--- config.mk ---
export PLATFORM = sky130hd
export DESIGN_NAME = mem_stage_ctrl
export DESIGN_NICKNAME = d
export VERILOG_FILES = /design/src/rtl/mem_stage_ctrl.sv
export SDC_FILE = /design/constraint.sdc
export NUM_CORES = 1
export LEC_CHECK = 0
export ABC_AREA = 1
export CAP_MARGIN = 10
export CORE_UTILIZATION = 35
export CTS_BUF_LIST = sky130_fd_sc_hd__clkbuf_2 sky130_fd_sc_hd__clkbuf_4 sky130_fd_sc_hd__clkbuf_8
export DETAILED_ROUTE_END_ITERATION = 10
export DONT_BUFFER_PORTS = 1
export PLACE_DENSITY_LB_ADDON = 0.05
export SLEW_MARGIN = 20
export SYNTH_ARGS = -nofsm -noshare
export SYNTH_HDL_FRONTEND = slang
export SYNTH_SLANG_ARGS = --single-unit
--- constraint.sdc ---
create_clock -name clk -period 3.5 [get_ports clk]
set_input_delay 0.7 -clock clk [delete_from_list [all_inputs] [get_ports clk]]
set_output_delay 0.7 -clock clk [all_outputs]
set_load 0.03 [all_outputs]
--- src/rtl/mem_stage_ctrl.sv ---
// Memory-stage controller: consumes EX/MEM, runs req/ack loads and stores to data memory,
// stalls EX/MEM while an access is outstanding, and emits one registered MEM/WB beat per instruction.
module mem_stage_ctrl #(
  parameter int          ADDR_W  = 10,
  parameter logic [4:0]  OP_NOP  = 5'd0,
  parameter logic [4:0]  OP_LDR  = 5'd12,
  parameter logic [4:0]  OP_STR  = 5'd13,
  parameter logic [4:0]  OP_BR   = 5'd7,
  parameter int          TIMEOUT = 16
) (
  input  logic              clk,
  input  logic              rst_n,
  input  logic              ex_valid,
  input  logic [4:0]        ex_opcode,
  input  logic [8:0]        ex_rd,
  input  logic [31:0]       ex_alu,
  input  logic [31:0]       ex_sdata,
  output logic              stall_out,
  output logic              mem_req,
  output logic              mem_we,
  output logic [ADDR_W-1:0] mem_addr,
  output logic [31:0]       mem_wdata,
  input  logic              mem_ack,
  input  logic [31:0]       mem_rdata,
  output logic              wb_valid,
  output logic [4:0]        wb_opcode,
  output logic [8:0]        wb_rd,
  output logic [31:0]       wb_data,
  output logic              wb_we,
  output logic              mem_err
);

  localparam int CNT_W = (TIMEOUT > 2) ? $clog2(TIMEOUT) : 1;

  typedef enum logic {IDLE, BUSY} state_t;

  state_t           state;
  logic [CNT_W-1:0] cnt;
  logic [31:0]      lat_alu;
  logic [8:0]       lat_rd;
  logic [4:0]       lat_op;
  logic             is_mem;
  logic             timeout_hit;
  logic             stall;

  always_comb begin
    is_mem      = ex_valid && (ex_opcode == OP_LDR || ex_opcode == OP_STR);
    timeout_hit = (state == BUSY) && (cnt == CNT_W'(TIMEOUT - 1));
    stall       = 1'b0;
    if (state == IDLE) stall = is_mem;
    else               stall = !mem_ack && !timeout_hit;
    // Gated by rst_n so the stall drops the moment reset asserts, even with a memory op held.
    stall_out   = rst_n && stall;
  end

  always_ff @(posedge clk or negedge rst_n) begin
    if (!rst_n) begin
      state     <= IDLE;
      cnt       <= '0;
      mem_req   <= 1'b0;
      mem_we    <= 1'b0;
      mem_addr  <= '0;
      mem_wdata <= '0;
      wb_valid  <= 1'b0;
      wb_opcode <= '0;
      wb_rd     <= '0;
      wb_data   <= '0;
      wb_we     <= 1'b0;
      mem_err   <= 1'b0;
    end else begin
      wb_valid <= 1'b0;
      case (state)
        IDLE: begin
          if (is_mem) begin
            state     <= BUSY;
            cnt       <= '0;
            mem_req   <= 1'b1;
            mem_we    <= (ex_opcode == OP_STR);
            mem_addr  <= ex_alu[ADDR_W+1:2];
            mem_wdata <= ex_sdata;
          end else if (ex_valid) begin
            wb_valid  <= 1'b1;
            wb_data   <= ex_alu;
            wb_rd     <= ex_rd;
            wb_opcode <= ex_opcode;
            wb_we     <= !(ex_opcode == OP_NOP || ex_opcode == OP_BR || ex_opcode == OP_STR);
          end
        end
        BUSY: begin
          // Ack has priority over a coincident timeout.
          if (mem_ack) begin
            state     <= IDLE;
            mem_req   <= 1'b0;
            wb_valid  <= 1'b1;
            wb_rd     <= lat_rd;
            wb_opcode <= lat_op;
            wb_we     <= !mem_we;
            wb_data   <= mem_we ? lat_alu : mem_rdata;
          end else if (timeout_hit) begin
            state     <= IDLE;
            mem_req   <= 1'b0;
            mem_err   <= 1'b1;
            wb_valid  <= 1'b1;
            wb_rd     <= lat_rd;
            wb_opcode <= lat_op;
            wb_we     <= 1'b0;
            wb_data   <= lat_alu;
          end else begin
            cnt <= cnt + 1'b1;
          end
        end
        default: state <= IDLE;
      endcase
    end
  end

  // Instruction fields needed at retirement; EX/MEM has moved on by then only after the ack edge.
  always_ff @(posedge clk) begin
    if (state == IDLE && is_mem) begin
      lat_alu <= ex_alu;
      lat_rd  <= ex_rd;
      lat_op  <= ex_opcode;
    end
  end

endmodule

==> key figures, run 1 <==
Run status
  • Status: complete, no violations

Place
  • Final estimated routing congestion in global placement: 0.812
  • DP Worst Slack: 1090 ps
  • Post-detail-place hpwl: slightly below 10,000 um
  • Number of port buffers: 0
  • Total placed cells including tap cells: 848

Routing
  • Routed wire length per instance: 18.1 um
  • Detailed-route via count: 4,385
  • Drt via density: 4.98
  • Number of optimization iterations in the first detailed-route pass: 4
  • DRC: 0
  • Starting DRT DRC Count: 230
  • Post-detailed-routing wire length: 15,900 um
  • ANT nets after route: 0

Timing
  • Final hold violation count: 0
  • Maximum clock frequency: 384 MHz
  • Worst Tran Pin Value: approximately 700 ps
  • Minimum period implied by the final worst setup slack: 2610 ps
  • Final worst-path setup slack: 894 ps
  • Unrepaired setup endpoints after global routing: false
  • Worst slew margin relative to its limit: about 53%
  • Share of the cycle needed by the critical path after routing: about three quarters
  • Fin. max-slew vios: 0
  • Fin Setup TNS: 0 ps
  • Setup Skew: 12.9 ps
  • Setup violators final: 0

Setup path
  • Worst Path Arrival: roughly 1900 ps
  • Cell class contributing the biggest share of worst-path delay: simple AND/OR/NAND/NOR gates
  • Kind of critical path: reg2out
  • Startpoint type of the worst setup path: flip-flop
  • Type of destination of the critical path: output port
  • Worst Reg2Reg Path Length in Cells: 6
  • Crit path buffers/inverters: 2
  • CP max stage cell: sky130_fd_sc_hd__dfrtp_2
  • Series of cell instances along the critical path: nor2_2 -> nand3_2 -> nand2_2 -> inv_2 -> nor2_1 -> buf_4
  • Maximum fanout count along the critical path: 21
  • Crit-path max cell delay: 610 ps
  • Endpoint required time on the critical path: 2800 ps
  • Cell count along the critical path: 6

Pwr
  • Relative contribution of the clock network to total power: approximately a third
  • Net switching power figure: approximately 0.0014 W
  • Proportion of power drawn by flip-flops and latches: 59.0%
  • Worst IR drop on VDD: 252 uV
  • Total power density per cell area: 619 nW/um2
  • Internal: 0.00274 W
  • Power share of the combinational group: approximately 9.0%
  • Static leakage: a little over 3 nW
  • Switching share of power: 34.5%

CTS
  • Clock Tree Root: sky130_fd_sc_hd__clkbuf_8
  • Number of buffers on the longest clock path: 2
  • TritonCTS clock tree: built
  • Post-cts sizing count: 0
  • H-tree levels: 4
  • Clock latency on the worst-skew pair: 450 ps
  • TritonCTS buffer count: 17
  • # hold bufs at CTS: 1
  • Buffers inserted by post-CTS timing repair: 0
  • Clock input transition at the sequential cells of the worst setup and hold paths: around 80 ps
  • Clk sinks: 144

Logic synthesis
  • Share of async-settable or async-resettable flops after synthesis: 68.1%
  • Count of flip-flops with a built-in enable after synthesis: 46
  • Mean instance size in the synthesized netlist: 9.50 um2
  • Total of warnings raised by yosys: 0
  • Ys flop type: sky130_fd_sc_hd__dfrtp_1
  • Post-Syn Nets: approximately 770
  • Count of state elements after synthesis: between 100 and 150
  • Cell variety after synth: 27
  • Synth Cell Area: ~6200 um2
  • Synthesized netlist cell count: 654
  • Sequential cell area fraction in the yosys report: 61.7%

Layout
  • Share of post-route cells with drive strength above 1: between 10% and 20%
  • Number of antenna cells inserted: 0
  • Final cell count without fillers: 881
  • Layout-stage area growth over the synthesis result: 8.64%
  • Leading cell type in the layout, fill and taps excluded: sky130_fd_sc_hd__nand2_1
  • Multi-input gate area: 2090 um2
  • Highest-count cells in the layout ignoring fill and taps: sky130_fd_sc_hd__nand2_1, sky130_fd_sc_hd__dfrtp_1, sky130_fd_sc_hd__nand3_1
  • Total number of nets in the final design: 758
  • Fill cell total of the finished layout: 1,754
  • Final Core Density: 39.0%
  • Total area of sequential cells: about 3800 um2

Floorplanning
  • Initial core utilization: 35.9%
  • Floorplan die height: 135 um
  • Die footprint: 18,300 um2
  • Core outline area: 17,300 um2
  • DIE WIDTH: 135 um
  • Count of pins on the block boundary: 208
  • Placement row count: 48

Flow run
  • Max cap viols: 0

Worst hold path
  • Type of the worst min-delay path: in2async

Global route
  • Global-route total usage across every layer: approximately 18%
  • Maximum number of pins on one net before global-route repair: 99
  • First-pass GRT wire length: approximately 25,000 um
  • Vias in the first global route: 4,432
  • Antenna violations before repair: 0
  • Overflow left after global routing: 0
-- flip-flops by register name (all words and copies together) (netlist names) --
name	cells
cnt	4
state	1
mem_wdata	32
mem_req	1
mem_err	1
lat_alu	32
wb_rd	9
lat_rd	9
wb_data	32
lat_op	5
wb_opcode	5
wb_we	1
wb_valid	1
mem_addr	10
mem_we	1
-- power groups by stage --
| stage | Clock [W] | Sequential (W) | Combinational (W) |
|---|---|---|---|
| after global routing | 0.00145 | 0.00249 | 0.000447 |
| final | 0.00134 | 0.00247 | 0.000378 |
| after global placement | 0 | 0.00250 | 0.000346 |
| after CTS | 0.00138 | 0.00247 | 0.000389 |
| after detailed placement | 0 | 0.00250 | 0.000362 |
| after floorplan | 0 | 0.00244 | 0.000309 |
-- layout make-up --
cell class              count  area share (%)
flip-flops and latches    144            56.8
multi-input cells         459            31.0
well taps                 225            4.17
clock buffers              20            3.89
clock inverters            12            2.02
repair buffers              8            1.37
inverters                  13           0.741
-- cell families (layout without fill, tap and decap cells) --
logic type,count (synthesis),in the layout,synth area share (%)
flops,144,144,61.7
buf+inv,51,53,4.63
compound gates,86,86,8.47
fa+ha+maj,1,1,0.201
xor+xnor,1,1,0.141
simple gates,371,371,24.9
-- synth_stat cells (3+ instances only) --
cell type	n	area, um2
sky130_fd_sc_hd__a21oi_2	3	26.3
sky130_fd_sc_hd__buf_2	17	85.1
sky130_fd_sc_hd__buf_4	7	52.6
sky130_fd_sc_hd__buf_6	5	56.3
sky130_fd_sc_hd__clkbuf_1	8	30.0
sky130_fd_sc_hd__dfrtp_1	98	2450
sky130_fd_sc_hd__edfxtp_1	46	1380
sky130_fd_sc_hd__inv_1	8	30.0
sky130_fd_sc_hd__inv_2	5	18.8
sky130_fd_sc_hd__nand2_1	253	950
sky130_fd_sc_hd__nand2_2	4	25.0
sky130_fd_sc_hd__nand3_1	48	240
sky130_fd_sc_hd__nor2_1	45	169
sky130_fd_sc_hd__nor2_2	5	31.3
sky130_fd_sc_hd__o211ai_2	11	138
sky130_fd_sc_hd__o21ai_0	38	190
sky130_fd_sc_hd__o21ai_1	31	155
sky130_fd_sc_hd__or2_1	9	56.3
-- per-layer routing --
metal	vias to the layer above	share of wire (%)	global-route usage [%]
li1	2109	-	-
met1	2095	41	21.6
met2	162	47	28.9
met3	19	9.9	8.04
met4	0	1.7	6.80
met5	-	0	0
-- worst paths after layout --
check | start | end | slack [ps]
max | state | stall_out | 890
min | rst_n | wb_rd[6] | 150
max reg2reg | state | wb_we | 1120
min reg2reg | cnt[1] | cnt[1] | 500
max in group asynchronous | rst_n | wb_valid | 2900
min in group clk | ex_alu[25] | lat_alu[25] | 340
-- stage by stage --
step,hold WS [ps],total power (W),instance area [um2]
detailed placement,407,0.00286,6330
global route,159,0.00439,6750
finish,146,0.00418,6750
floorplan,404,0.00275,6220
CTS,181,0.00424,6750
global placement,407,0.00285,6330
Power figures use the tool's default switching activity.
==> run 2, diff against run 1 <==
- clock period: 3.5 -> 2.1 ns (I/O delays scaled with it)
==> run 2 against run 1 <==
Net effect: the run now ends with hold timing left; via count is 1.5% higher; sequential power increased by 66%; sequential cell count stayed put; non-clock buffer count grew 7; highest routed layer unchanged; clock power increased by 84%; largest power group unchanged; final cell count is 0.79% higher.
==> key figures, run 2 (synthesized netlist as in run 1, its figures left out) <==
Setup path
  • R2r startpoint: cnt[1]
  • Worst Path Arrival: around 1600 ps
  • Worst setup slack for register-to-register paths: 430 ps
  • Startpoint type of the worst setup path: flip-flop
  • Series of cell instances along the critical path: ha_4 -> nand3_4 -> nand2_2 -> nand2_2 -> inv_2 -> nor2_4 -> buf_6
  • Crit path buffers/inverters: 2
  • Worst Reg2Reg Path Length in Cells: 7
  • CP max stage cell: sky130_fd_sc_hd__dfrtp_1
  • End of the worst register-to-register path: wb_opcode[0]
  • Crit-path max cell delay: 420 ps
  • Most used cell, CP: sky130_fd_sc_hd__nand2_2
  • Kind of critical path: reg2out
  • Endpoint required time on the critical path: 1680 ps
  • Type of destination of the critical path: output port
  • Cell class contributing the biggest share of worst-path delay: flip-flops
  • Maximum fanout count along the critical path: 5

Timing
  • Worst Tran Pin Value: 587 ps
  • Setup Skew: 13.4 ps
  • Setup violators final: 0
  • Minimum period implied by the final worst setup slack: about 2000 ps
  • Worst slew margin relative to its limit: 60.9%
  • Maximum clock frequency: around 500 MHz
  • Fin. max-slew vios: 0
  • Final Hold Slack: -343 ps
  • Share of the cycle needed by the critical path after routing: 95.3%
  • Final hold violation count: 98

Layout
  • Number of antenna cells inserted: 0
  • Final cell count without fillers: 888
  • Total number of nets in the final design: 765
  • Layout-stage area growth over the synthesis result: 10.8%
  • Share of post-route cells with drive strength above 1: about an eighth
  • Highest-count cells in the layout ignoring fill and taps: sky130_fd_sc_hd__nand2_1, sky130_fd_sc_hd__dfrtp_1, sky130_fd_sc_hd__nand3_1
  • Fill cell total of the finished layout: around 1,700
  • Leading cell type in the layout, fill and taps excluded: sky130_fd_sc_hd__nand2_1
  • Largest registers: lat_alu: 32 flops, mem_wdata: 32 flops, wb_data: 32 flops

Routing
  • Total met2 wirelength after detailed routing: 7800 um
  • Detailed-route via count: 4,452
  • Drt via density: 5.01
  • ANT nets after route: 0
  • Post-detailed-routing wire length: 16,100 um
  • Number of optimization iterations in the first detailed-route pass: 5
  • Max layer used: met4
  • DRC: 0
  • Routed wire length per instance: 18.2 um
  • Starting DRT DRC Count: 159
  • Routed wire length on met3: roughly 1600 um
  • Sum of routed wire segments on met1: 6540 um

Global route
  • First-pass GRT wire length: 25,600 um
  • Maximum number of pins on one net before global-route repair: 100
  • Global-route total usage across every layer: 18.6%
  • Overflow left after global routing: 0
  • Antenna violations before repair: 0
  • Vias in the first global route: 4,695

Place
  • Final estimated routing congestion in global placement: 0.822
  • Number of port buffers: 0
  • Post-detail-place hpwl: 10,200 um
  • Total placed cells including tap cells: 853

CTS
  • H-tree levels: 4
  • TritonCTS buffer count: 17
  • Number of buffers on the longest clock path: 2
  • Clock latency on the worst-skew pair: 450 ps
  • TritonCTS clock tree: built
  • Clk sinks: ~140
  • Clock input transition at the sequential cells of the worst setup and hold paths: 80 ps
  • Clock Tree Root: sky130_fd_sc_hd__clkbuf_8

Worst hold path
  • Type of the worst min-delay path: in2async

Floorplanning
  • Placement row count: 48
  • Initial core utilization: a little over a third
  • Floorplan die height: 135 um
  • Die footprint: 18,300 um2
  • Count of pins on the block boundary: 208
  • DIE WIDTH: 135 um
  • Core outline area: 17,300 um2

Pwr
  • Worst IR drop on VDD: 360 uV
  • Total power density per cell area: 1050 nW/um2
  • Static leakage: 3.15 nW

Run status
  • Violations in the final reports: hold timing
  • Status: finished, violations left

Flow run
  • Max cap viols: 0
[run 2: changes by cell type in the layout (fill, tap and decap cells not counted), moves of 2 or more]
cell,change
sky130_fd_sc_hd__inv_4,+2
sky130_fd_sc_hd__buf_4,+5
sky130_fd_sc_hd__clkinv_4,-3
sky130_fd_sc_hd__buf_12,+2
sky130_fd_sc_hd__nor2_4,+2
sky130_fd_sc_hd__bufinv_16,+2
[run 2: how the worst max path moves through the flow]
stage,start,end,slack [ps],cells after the start
after floorplan,ex_valid,lat_alu[0],240,5
after global placement,cnt[0],stall_out,380,7
after detailed placement,cnt[0],wb_opcode[0],350,7
after CTS,cnt[0],stall_out,7,7
after global routing,cnt[1],stall_out,-0.8,7
final,cnt[1],stall_out,100,7
[run 2: per-layer routing]
layer	track usage (%)	up-vias
li1	-	2116
met1	21.3	2128
met2	30.2	189
met3	8.49	19
met4	6.99	0
met5	0	-
[run 2: final cells by class]
| class | instances | area, um2 | area share [%] |
|---|---|---|---|
| Clock buffer | 19 | 255 | 3.71 |
| Clock inverter | 13 | 184 | 2.67 |
| Inverter | 13 | 50.0 | 0.726 |
| Multi-Input combinational cell | 459 | 2130 | 30.9 |
| Sequential cell | 144 | 3830 | 55.7 |
| Tap cell | 225 | 282 | 4.09 |
| Timing Repair Buffer | 15 | 154 | 2.23 |
[run 2: power breakdown]
part,internal (W),switching [W]
logic,0.000260,0.000391
clock network,0.00135,0.00111
registers,0.00322,0.000891
total,0.00483,0.00239
[run 2: metrics by stage]
stage / util [%] / setup slack, ps / setup TNS [ps] / power (W) / area [um2]
floorplan: - / 239 / 0 / 0.00458 / 6220
global placement: 36.9 / 382 / 0 / 0.00478 / 6390
detailed placement: 36.9 / 351 / 0 / 0.00480 / 6390
CTS: 39.7 / 6.89 / 0 / 0.00730 / 6860
global route: 39.8 / -0.783 / -0.783 / 0.00758 / 6890
finish: 39.8 / 98.8 / 0 / 0.00722 / 6890
[run 2: worst reg2reg max path, stage by stage, from the launching register on]
cell and delay, ps:
sky130_fd_sc_hd__dfrtp_1 420, sky130_fd_sc_hd__ha_4 190, sky130_fd_sc_hd__nand3_4 90, sky130_fd_sc_hd__nand2_2 70, sky130_fd_sc_hd__nand2_4 200, sky130_fd_sc_hd__nand2_8 290, sky130_fd_sc_hd__nor2_1 240, sky130_fd_sc_hd__a21oi_2 40
[run 2: timing repair]
action / in CTS / in global routing
setup endpoints to repair: 1 / 1
pin swaps: 1 / 1
gates resized for setup: 4 / 4
hold endpoints to repair: 98 / 98
setup buffers: 3 / 0
